`config.mk`:
```
export PLATFORM = sky130hd
export DESIGN_NAME = seg_decoder_scan
export DESIGN_NICKNAME = d
export VERILOG_FILES = /design/src/rtl/seg_pkg.sv /design/src/rtl/seg_decode_lut.sv /design/src/rtl/seg_decoder_scan.sv
export SDC_FILE = /design/constraint.sdc
export NUM_CORES = 1
export LEC_CHECK = 0
export ABC_AREA = 1
export BUFFER_PORTS_ARGS = -buffer_cell sky130_fd_sc_hd__buf_2
export CAP_MARGIN = 20
export CORE_ASPECT_RATIO = 0.6
export CORE_UTILIZATION = 40
export DETAILED_ROUTE_END_ITERATION = 12
export GPL_TIMING_DRIVEN = 0
export SYNTH_ARGS = -nofsm -noshare
export SYNTH_HDL_FRONTEND = slang
export SYNTH_SLANG_ARGS = --single-unit
```
`constraint.sdc`:
```
create_clock -name i_clk -period 4.3 [get_ports i_clk]
set_input_delay 0 -clock i_clk [delete_from_list [all_inputs] [get_ports i_clk]]
set_output_delay 0 -clock i_clk [all_outputs]
set_load 0.005 [all_outputs]
```
`src/rtl/seg_pkg.sv`:
```
// Shared seven-segment definitions: active-low codes (bit6=a .. bit0=g)
// and the scan-capture state type.
package seg_pkg;

  localparam logic [6:0] SEG_0 = 7'b0000001;
  localparam logic [6:0] SEG_1 = 7'b1001111;
  localparam logic [6:0] SEG_2 = 7'b0010010;
  localparam logic [6:0] SEG_3 = 7'b0000110;
  localparam logic [6:0] SEG_4 = 7'b1001100;
  localparam logic [6:0] SEG_5 = 7'b0100100;
  localparam logic [6:0] SEG_6 = 7'b0100000;
  localparam logic [6:0] SEG_7 = 7'b0001111;
  localparam logic [6:0] SEG_8 = 7'b0000000;
  localparam logic [6:0] SEG_9 = 7'b0000100;
  localparam logic [6:0] SEG_A = 7'b0001000;
  localparam logic [6:0] SEG_B = 7'b1100000;
  localparam logic [6:0] SEG_C = 7'b0110001;
  localparam logic [6:0] SEG_D = 7'b1000010;
  localparam logic [6:0] SEG_E = 7'b0110000;
  localparam logic [6:0] SEG_F = 7'b0111000;

  localparam logic [6:0] SEG_BLANK = 7'b1111111;

  typedef enum logic {
    S_TRACK,
    S_HELD
  } state_e;

endpackage

```
`src/rtl/seg_decode_lut.sv`:
```
// Inverse seven-segment table: active-low pattern to hex nibble.
// o_hit is low for any pattern outside the 16 digit codes.
module seg_decode_lut
  import seg_pkg::*;
(
  input  logic [6:0] i_seg,
  output logic [3:0] o_nibble,
  output logic       o_hit
);

  always_comb begin
    o_nibble = 4'h0;
    o_hit    = 1'b1;
    case (i_seg)
      SEG_0:   o_nibble = 4'h0;
      SEG_1:   o_nibble = 4'h1;
      SEG_2:   o_nibble = 4'h2;
      SEG_3:   o_nibble = 4'h3;
      SEG_4:   o_nibble = 4'h4;
      SEG_5:   o_nibble = 4'h5;
      SEG_6:   o_nibble = 4'h6;
      SEG_7:   o_nibble = 4'h7;
      SEG_8:   o_nibble = 4'h8;
      SEG_9:   o_nibble = 4'h9;
      SEG_A:   o_nibble = 4'hA;
      SEG_B:   o_nibble = 4'hB;
      SEG_C:   o_nibble = 4'hC;
      SEG_D:   o_nibble = 4'hD;
      SEG_E:   o_nibble = 4'hE;
      SEG_F:   o_nibble = 4'hF;
      default: o_hit    = 1'b0;
    endcase
  end

endmodule

```
`src/rtl/seg_decoder_scan.sv`:
```
// Captures a multiplexed active-low seven-segment bus, debounces each
// strobed digit and publishes whole decoded frames with a valid pulse.
module seg_decoder_scan
  import seg_pkg::*;
#(
  parameter int DIGITS        = 4,
  parameter int STABLE_CYCLES = 4
) (
  input  logic                  i_clk,
  input  logic                  i_rst,
  input  logic [DIGITS-1:0]     i_sel,
  input  logic [6:0]            i_seg,
  output logic [4*DIGITS-1:0]   o_num,
  output logic                  o_valid,
  output logic                  o_err
);

  localparam int         SW      = DIGITS + 7;
  localparam logic [7:0] CNT_MAX = 8'(STABLE_CYCLES);

  logic [SW-1:0]       sample_q, sample_d;
  logic [7:0]          cnt_q, cnt_d;
  state_e              state_q, state_d;
  logic [4*DIGITS-1:0] shadow_q, shadow_d;
  logic [DIGITS-1:0]   mask_q, mask_d;
  logic                eflag_q, eflag_d;
  logic [4*DIGITS-1:0] num_q, num_d;
  logic                valid_q, valid_d;
  logic                err_q, err_d;

  logic [3:0]        lut_nib;
  logic              lut_hit;
  logic              qual, same, capture;
  logic [DIGITS-1:0] mask_new;
  logic              eflag_new;

  seg_decode_lut u_lut (
    .i_seg    (i_seg),
    .o_nibble (lut_nib),
    .o_hit    (lut_hit)
  );

  always_comb begin
    qual      = $onehot(i_sel);
    same      = ({i_sel, i_seg} == sample_q);
    sample_d  = {i_sel, i_seg};
    cnt_d     = cnt_q;
    state_d   = state_q;
    shadow_d  = shadow_q;
    mask_d    = mask_q;
    eflag_d   = eflag_q;
    num_d     = num_q;
    valid_d   = 1'b0;
    err_d     = err_q;
    capture   = 1'b0;
    mask_new  = mask_q;
    eflag_new = eflag_q;

    if (!qual) begin
      cnt_d   = 8'd0;
      state_d = S_TRACK;
    end else begin
      if (same)
        cnt_d = (cnt_q == CNT_MAX) ? CNT_MAX : cnt_q + 8'd1;
      else
        cnt_d = 8'd1;
      if (state_q == S_HELD) begin
        if (!same) state_d = S_TRACK;
      end else if (cnt_d == CNT_MAX) begin
        capture = 1'b1;
        state_d = S_HELD;
      end
    end

    if (capture) begin
      for (int n = 0; n < DIGITS; n++)
        if (i_sel[n]) shadow_d[4*n +: 4] = lut_hit ? lut_nib : 4'h0;
      mask_new  = mask_q | i_sel;
      eflag_new = eflag_q | ~lut_hit;
      // The completing slot goes out on the same edge it is captured.
      if (&mask_new) begin
        num_d   = shadow_d;
        err_d   = eflag_new;
        valid_d = 1'b1;
        mask_d  = '0;
        eflag_d = 1'b0;
      end else begin
        mask_d  = mask_new;
        eflag_d = eflag_new;
      end
    end
  end

  always_ff @(posedge i_clk or posedge i_rst) begin
    if (i_rst) begin
      sample_q <= '0;
      cnt_q    <= 8'd0;
      state_q  <= S_TRACK;
      shadow_q <= '0;
      mask_q   <= '0;
      eflag_q  <= 1'b0;
      num_q    <= '0;
      valid_q  <= 1'b0;
      err_q    <= 1'b0;
    end else begin
      sample_q <= sample_d;
      cnt_q    <= cnt_d;
      state_q  <= state_d;
      shadow_q <= shadow_d;
      mask_q   <= mask_d;
      eflag_q  <= eflag_d;
      num_q    <= num_d;
      valid_q  <= valid_d;
      err_q    <= err_d;
    end
  end

  assign o_num   = num_q;
  assign o_valid = valid_q;
  assign o_err   = err_q;

endmodule
```
[After elaboration in Yosys (flattened, before gate mapping)]
Index checks and enable logic that the tools add are counted.
W data, S select, Z words.
Storage, ports and cells
  register bits after elaboration: 59
  input port bits: 13
  output and inout port bits: 18
  logic and storage cells: 60
Cells by class
  add/subtract/negate cells: 4
  equality and inequality tests: 19
  mux-type cells: 21
  bitwise operators: 3
  reductions and logical operators: 4
Operators with widths (number)
  $pmux W4 S15: 1
  $eq A7 B6 Y1 const B: 5
  $mux W8: 4
  $eq A7 B7 Y1 const B: 4
  $mux W4: 6
  $eq A8 B3 Y1 const B: 2
  $reduce_or A16 Y1: 1
  $eq A7 B3 Y1 const B: 2
  $eq A7 B4 Y1 const B: 2
  $eq A11 B11 Y1: 1
  $mux W1: 10
  $add A8 B1 Y8 const B: 1
  $eq A7 B1 Y1 const B: 1
  $eq A7 B5 Y1 const B: 1
  $logic_not A7 Y1: 1
  $reduce_and A5 Y1: 1
  $add A1 B1 Y2: 2
  $or A4 B4 Y4: 1
  $reduce_and A4 Y1: 1
  $add A2 B2 Y3: 1
  $eq A3 B1 Y1 const B: 1
  $not A1 Y1: 1
  $or A1 B1 Y1: 1

[Longest topological paths before layout]
Gate-level depths: netlist (run 1).
  word-level depth: 9
  mapped depth: 16

[By module]
A second synthesis (run 1) with hierarchy kept.
Unflattened totals
  cells, all modules: 473
  area total of the unflattened synthesis: 3450.8 um2
Modules (own cells, without submodules)
  seg_decoder_scan: times used 1, cells each 400, area each 3124.2 um2
  seg_decode_lut: times used 1, cells each 73, area each 326.6 um2

[Least setup slack after synthesis (run 1)]
No wires, ideal clock.
  kind: input-to-reg
  start point: input port i_sel[0]
  end point: register shadow_q[11]
  data arrival time: 2.469 ns
  setup slack: 1.705 ns
  stages on the path: 14
  path through: clkbuf_1 inv_1 fa_1 inv_1 ha_1 ha_1 nor3_1 nand4_2 nor2_4 inv_2 buf_6 buf_8 nand2_2 o21ai_2
Between the ends
  cells in the longest elaborated chain, start to end: 7
  elaborated cells on any way between the ends: 10
Ends and longest elaborated chain
  start: declaration: line seg_decoder_scan.sv:11  | input logic [DIGITS-1:0] i_sel,
  $eq A11 B11 Y1: line seg_decoder_scan.sv:45  | same = ({i_sel, i_seg} == sample_q);
  $mux W8: line seg_decoder_scan.sv:63  | if (same)
  $mux W8: line seg_decoder_scan.sv:59  | if (!qual) begin
  $eq A8 B3 Y1: line seg_decoder_scan.sv:69  | end else if (cnt_d == CNT_MAX) begin
  $mux W1: line seg_decoder_scan.sv:69
  $mux W1: line seg_decoder_scan.sv:67  | if (state_q == S_HELD) begin
  $mux W1 (*): line seg_decoder_scan.sv:59
  end signal: assignment: line seg_decoder_scan.sv:109  | shadow_q <= shadow_d;
  end: declaration: line seg_decoder_scan.sv:24  | logic [4*DIGITS-1:0] shadow_q, shadow_d;
Mark *: on every way between the ends. The rest lies on a longest branch, timed or not. The select of a mux whose other input is x is not followed.
A chain may end at the register's enable or synchronous reset.

[Final worst setup path (run 1)]
  start point: input port i_sel[0]
  end point: register shadow_q[13]
The elaborated chain is that of the path after synthesis.

==> results.md, run 1 <==
- Final Max Slew Viols: 0
- DRC viols: 0
- Leakage power: 0.002156 uW
- Crit. Startpoint: i_sel[0]
- Synth Instances: 437
- Cells on worst reg2reg path: 12
- Largest net degree at the start of global routing: 33
- Final core occ: 0.5148
- # IOs: 31
- Global-route wire length before repair: 13610 um
- Cell taking the most area after synthesis: dfrtp_1
- Most frequent cells in the layout: nand2_1 (132), dfrtp_1 (59), inv_1 (56)
- Via/cell ratio: 4.765
- Clock Latency Late Sink: 340 ps
- Max_cap viols: 0
- Register area: 1476 um2
- Hold-fix buffers at CTS: 12
- Final setup fails: 0
- Critical Path RT: 4510 ps
- Placer Congestion: 0.8477
- Post-DP HPWL: 5762 um
- Pwr dens: 362.1 nW/um2
- Reg-to-Reg Start: cnt_q[0]$_DFF_PP0_
- CP Capture Point: shadow_q[13]$_DFFE_PP0N_
- Antenna violations before repair: 0
- Final nets: 509
- Core footprint: 8008 um2
- Number of distinct library cells after synthesis: 36
- Die height: 73.08 um
- Multi-input gate area: 1524 um2
- Die X-Extent: 120.5 um
- Iter 0 DRT Violations: 147
- Critical path class: in2reg
- Port bufs: 30
- Post-Route Setup TNS: 0 ps
- Drt wl/cell: 13.19 um
- Yosys top cell area share: 0.4383
- Fill count: 819
- TritonCTS Sinks: 59
- Synth top area cells: dfrtp_1 (44%), nand2_1 (15%), inv_1 (6.4%)
- Setup crit start kind: input port
- Final Hold Viols: 0
- Min Tclk post-route: 3418 ps
- Syn Nets: 455
- Total CTS buffers: 9
- Share of cells above drive strength 1: 0.2097
- Yosys reg bits: 59
- RSZ-0062 raised after global routing: false
- Post-CTS setup repair buffer count: 0
- Worst-path fanout max: 10
- Initial core utilization: 0.4206
- Worst vdd ir: 0.2220 mV
- CTS tree: done
- Fmax: 0.2926 GHz
- GRT Total Usage: 0.2067
- Commonest non-fill, non-tap cell in the layout: nand2_1
- CTS HTree Levels: 3
- # diodes: 0
- Worst r2r dst: o_num[11]$_DFFE_PP0P_
- Final Skew: 6.231 ps
- Total grt overflow: 0
- Max Root-Sink Buffers: 2
- Vias in the first global route: 2797
- Actual slew at the worst max-slew pin: 719.2 ps
- Post-route ant nets: 0
- Mapped cell area: 3368 um2
- R2R setup slack: 2140 ps
- Via count: 2878
- Crit path DAT: 3620 ps
- Syn Area/Cell: 7.708 um2
- Die area: 8804 um2
- Hold crit path type: in2async
- Yosys warnings: 0
- Relative slew margins: 0.5198
- Critical Path Sink Type: register
- Period utilisation layout: 0.7949
- Clock root cell: clkbuf_16
- Rows: 25
- Layout overhead on the synthesized area: 22.40%
- Outcome: completed
- Reg clk slew, reported paths: 50 ps
- Resized Gates After CTS: 0
- DRT Wirelength: 7968 um
- Sequential element share of the synthesized area: 0.4383
- Pre-Repair DR Iteration Count: 4
-- how the worst min path moves through the flow --
stage,startpoint,endpoint,slack (ps),cells after the start
2_1_floorplan,i_seg[0],sample_q[0]$_DFF_PP0_,30,0
3_3_place_gp,i_sel[3],sample_q[10]$_DFF_PP0_,130,1
3_5_place_dp,i_seg[3],sample_q[3]$_DFF_PP0_,130,1
4_1_cts,i_seg[3],sample_q[3]$_DFF_PP0_,320,2
5_1_grt,i_seg[3],sample_q[3]$_DFF_PP0_,330,2
6_report,i_rst,o_err$_DFFE_PP0P_,320,3
-- synth_stat cells (all sizes together) --
master,count
o31ai,1
dfrtp,59
buf,12
mux2i,2
inv,61
nor3,8
a21oi,6
xor2,3
nor2,45
nand3,27
clkinv,2
xnor2,6
clkbuf,1
nand4,13
nand2,142
fa,1
ha,4
o21ai,34
or2,9
nand3b,1
-- worst max-delay path, stage by stage --
cell	delay [ps]
dlygate4sd3_1	520
buf_2	120
clkbuf_1	410
inv_1	130
fa_1	560
inv_1	50
ha_1	180
ha_1	270
nor3_1	510
nand4_2	210
nor2_4	190
inv_2	50
buf_6	140
buf_8	160
nand2_2	60
o21ai_2	40
-- metal layers --
| metal | vias up | share of wire | GRT usage |
|---|---|---|---|
| met5 | - | 0 | 0 |
| met4 | 0 | 0.011 | 0.07407 |
| met3 | 9 | 0.043 | 0.05703 |
| met2 | 50 | 0.42 | 0.3001 |
| met1 | 1346 | 0.53 | 0.2943 |
| li1 | 1473 | - | - |
-- stage by stage --
stage / total power (uW) / std cells / hold WS [ps] / instance area [um2] / worst slack (ps)
2_1_floorplan: 661.4 / 437 / 31.43 / 3368 / 1705
3_3_place_gp: 693.2 / 575 / 133.6 / 3654 / 1164
3_5_place_dp: 698.2 / 576 / 134.0 / 3674 / 1105
4_1_cts: 1511 / 604 / 316.9 / 4123 / 881.4
5_1_grt: 1549 / 604 / 334.2 / 4123 / 609.5
6_report: 1493 / 604 / 323.3 / 4123 / 882.1
-- flip-flops by register name, indices dropped and copies added, names as in the netlist --
register,cells
o_num,16
shadow_q,16
sample_q,11
cnt_q,8
mask_q,4
eflag_q,1
o_err,1
o_valid,1
state_q,1
-- layout make-up --
type | instances | share of cell area
tap | 108 | 0.03278
inverter | 63 | 0.05888
buffer | 13 | 0.03035
timing repair buffer | 43 | 0.07041
clock buffer | 12 | 0.06222
clock inverter | 4 | 0.01760
multi-input combinational | 302 | 0.3697
sequential | 59 | 0.3581
-- cells by family after synthesis --
kind of cell | after synthesis | share of synthesized area
muxes | 2 | 0.005944
xor gates and xnor gates | 9 | 0.02563
adders and majority gates | 5 | 0.02080
AOI/OAI and AO/OA | 41 | 0.07281
buffers and inverters | 76 | 0.1092
DFF | 59 | 0.4383
and+or+nand+nor | 245 | 0.3273
-- where the power goes --
group	switching, uW	leakage (uW)	internal (uW)	total, uW
registers	6.13	0.000746	563	569
clock network	257	0.000159	537	795
logic	81.7	0.00125	47.4	129
Power figures use the tool's default switching activity.
==> run 2: changes to the inputs <==
- ABC_AREA: 1 -> 0
- clock period: 4.3 -> 3.3 ns (I/O delays scaled with it)
==> run 2 against run 1 <==
Final cell count down 28%. Power up 22%. Via count down 24%. Utilization up 0.080 points. Worst hold slack worse by 80 ps. Combinational power up 22%. Critical path type unchanged. Largest cell class is now flip-flops and latches.
==> results.md, run 2 <==
- Outcome: completed (unchanged)
- Total grt overflow: 0 (unchanged)
- DRT Wirelength: 6449 um (was 7968 um)
- Actual slew at the worst max-slew pin: 995.0 ps (was 719.2 ps)
- Yosys reg bits: 59 (unchanged)
- Layout overhead on the synthesized area: 23.25% (was 22.40%)
- Top post-synthesis cells by count: dfrtp_1 (59), nor2_1 (29), mux2_2 (19) (was nand2_1 (132), dfrtp_1 (59), inv_1 (57))
- Vias in the first global route: 2056 (was 2797)
- Initial core utilization: 0.4184 (was 0.4206)
- Synth top area cells: dfrtp_1 (48%), mux2_2 (7.0%), mux2_4 (6.8%) (was dfrtp_1 (44%), nand2_1 (15%), inv_1 (6.4%))
- Clk pwr share: 0.507 (was 0.532)
- Fill count: 692 (was 819)
- Post-CTS setup repair buffer count: 0 (unchanged)
- Iter 0 DRT Violations: 102 (was 147)
- Combinational family with the most area after synthesis: simple AND/OR/NAND/NOR gates (unchanged)
- # diodes: 0 (unchanged)
- Critical Path Sink Type: register (unchanged)
- Max Root-Sink Buffers: 2 (unchanged)
- Share of cells above drive strength 1: 0.2733 (was 0.2097)
- Most frequent cells in the layout: dfrtp_1 (59), buf_2 (30), nor2_1 (29) (was nand2_1 (132), dfrtp_1 (59), inv_1 (56))
- FFs w/ async S/R, synth: 1.000 (unchanged)
- TritonCTS Sinks: 59 (unchanged)
- Largest net degree at the start of global routing: 35 (was 33)
- Total chip power: 1822 uW (was 1493 uW)
- Setup crit start kind: input port (unchanged)
- Via count: 2199 (was 2878)
- Worst-path fanout max: 10 (unchanged)
- Final Hold Viols: 0 (unchanged)
- GRT Total Usage: 0.1805 (was 0.2067)
- Max_cap viols: 0 (unchanged)
- Post-route ant nets: 0 (unchanged)
- Post-synthesis mux area share: 0.1378 (was 0.005944)
- Most common cell in the netlist: dfrtp_1 (was nand2_1)
- Total CTS buffers: 9 (unchanged)
- Clock root cell: clkbuf_16 (unchanged)
- Syn Area/Cell: 11.23 um2 (was 7.708 um2)
- Sw Pwr: 428.8 uW (was 345.2 uW)
- Worst vdd ir: 0.2155 mV (was 0.2220 mV)
- Port bufs: 30 (unchanged)
- Period utilisation layout: 0.9039
- Global-route wire length before repair: 10700 um (was 13610 um)
- Sw Ratio: 0.2354 (was 0.2313)
- Commonest non-fill, non-tap cell in the layout: dfrtp_1 (was nand2_1)
- Final Skew: 5.385 ps (was 6.231 ps)
- Critical Path RT: 3510 ps (was 4510 ps)
- Leakage power: 0.001872 uW (was 0.002156 uW)
- Post-synthesis simple-gate area fraction: 0.1634 (was 0.3273)
- Number of distinct library cells after synthesis: 48 (was 36)
- Clock Latency Late Sink: 330 ps (was 340 ps)
- Pre-Repair DR Iteration Count: 4 (unchanged)
- Ys flop type: dfrtp_1 (unchanged)
- Crit path DAT: 3190 ps (was 3620 ps)
- Syn Nets: 292 (was 455)
- Critical path class: in2reg (unchanged)
- Die area: 8061 um2 (was 8804 um2)
- Die height: 69.95 um (was 73.08 um)
- Antenna violations before repair: 0 (unchanged)
- Post-DP HPWL: 4649 um (was 5762 um)
- Sequential element share of the synthesized area: 0.4797 (was 0.4383)
- Relative slew margins: 0.3282 (was 0.5198)
- Hold slack: 242.9 ps (was 323.3 ps)
- CTS tree: done (unchanged)
- Cell taking the most area after synthesis: dfrtp_1 (unchanged)
- Yosys top cell area share: 0.4797 (was 0.4383)
- Die X-Extent: 115.2 um (was 120.5 um)
- Final Max Slew Viols: 0 (unchanged)
- RSZ-0062 raised after global routing: false (unchanged)
- Compound-Gate Fraction of Synth Area: 0.1008 (was 0.07281)
- Final setup fails: 0 (unchanged)
- Yosys warnings: 0 (unchanged)
- CTS HTree Levels: 3 (unchanged)
- Mapped cell area: 3078 um2 (was 3368 um2)
- Adder-cell share of the synthesized area: 0.02276 (was 0.02080)
- Comb pwr share: 0.087 (was 0.086)
- Reg clk slew, reported paths: 50 ps (about the same)
- P_int: 1393 uW (was 1148 uW)
- DRC viols: 0 (unchanged)
- Pwr dens: 480.3 nW/um2 (was 362.1 nW/um2)
- Hold crit path type: in2reg (was in2async)
- Part of the power in registers: 0.406 (was 0.381)
- Final nets: 346 (was 509)
- Core footprint: 7357 um2 (was 8008 um2)
- Fmax: 0.3352 GHz
- Synth Area in XOR/XNOR: 0.05407 (was 0.02563)
- Via/cell ratio: 5.032 (was 4.765)
- Placer Congestion: 0.8531 (was 0.8477)
- Min Tclk post-route: 2983 ps
- Synth Instances: 274 (was 437)
- Number of synthesized flops with an enable pin: 0 (unchanged)
- Drt wl/cell: 14.76 um (was 13.19 um)
- Rows: 24 (was 25)
- # IOs: 31 (unchanged)
run 2: final cells by class:
cell class,instances,area (um2),area share
clock inverter,5,52.55,0.01385
timing repair buffer,43,290.3,0.07652
sequential,59,1476,0.3892
multi-input combinational,185,1474,0.3885
tap,104,130.1,0.03430
clock buffer,11,242.7,0.06398
inverter,16,60.06,0.01583
buffer,14,67.56,0.01781
run 2: worst paths after layout:
check / from / end / slack [ps] / cells past startpoint
min in group asynchronous: i_rst / o_num[0]$_DFFE_PP0P_ / 280 / 3
min reg2reg: o_num[14]$_DFFE_PP0P_ / o_num[14]$_DFFE_PP0P_ / 500 / 1
max reg2reg: cnt_q[4]$_DFF_PP0_ / o_num[5]$_DFFE_PP0P_ / 850 / 7
max in group asynchronous: i_rst / o_num[14]$_DFFE_PP0P_ / 2430 / 4
min: i_sel[0] / cnt_q[0]$_DFF_PP0_ / 240 / 4
max: i_sel[0] / o_num[5]$_DFFE_PP0P_ / 320 / 14
run 2: repair_timing:
item / CTS / global route
gates resized for setup: 0 / 0
hold buffers: 12 / 0
endpoints found under the hold margin: 36 / 0
run 2: power groups by stage:
stage	Sequential, uW	Clock, uW	Combinational [uW]
after floorplan	750	0	103
after global placement	751	0	143
after detailed placement	751	0	149
after CTS	739	943	160
after global routing	740	971	177
final	740	924	158
run 2: kinds of logic (layout without fill, tap and decap cells):
group,after synthesis,in the layout
AO/OA/AOI/OAI,46,46
XOR/XNOR,19,19
adder cells (fa/ha/maj),5,5
buffers and inverters,30,89
flip-flops,59,59
multiplexers,33,33
AND/OR/NAND/NOR,82,82
run 2: stage by stage:
stage,worst slack [ps],utilization,instances,TNS (ps),instance area [um2]
detailed placement,-37.20,0.4592,409,-497.7,3378
CTS,309.4,0.5156,437,0,3794
global route,97.45,0.5156,437,0,3794
global placement,20.06,0.4565,408,0,3358
finish,317.0,0.5156,437,0,3794
floorplan,527.3,-,274,0,3078
run 2: routing by layer:
layer / vias to the layer above / wire [um] / track usage
li1: 1073 / - / -
met1: 1073 / 3520 / 0.2808
met2: 43 / 2580 / 0.2236
met3: 10 / 269 / 0.06424
met4: 0 / 79 / 0.06061
met5: - / 0 / 0
run 2: critical path, stage by stage:
cell	delay, ps
buf_2	120
clkbuf_1	350
inv_1	120
fa_1	540
inv_1	40
ha_1	170
ha_1	270
nor2_1	120
nand2_1	80
nand4b_4	230
nor4_4	430
nand3_4	200
buf_6	210
mux2_4	300
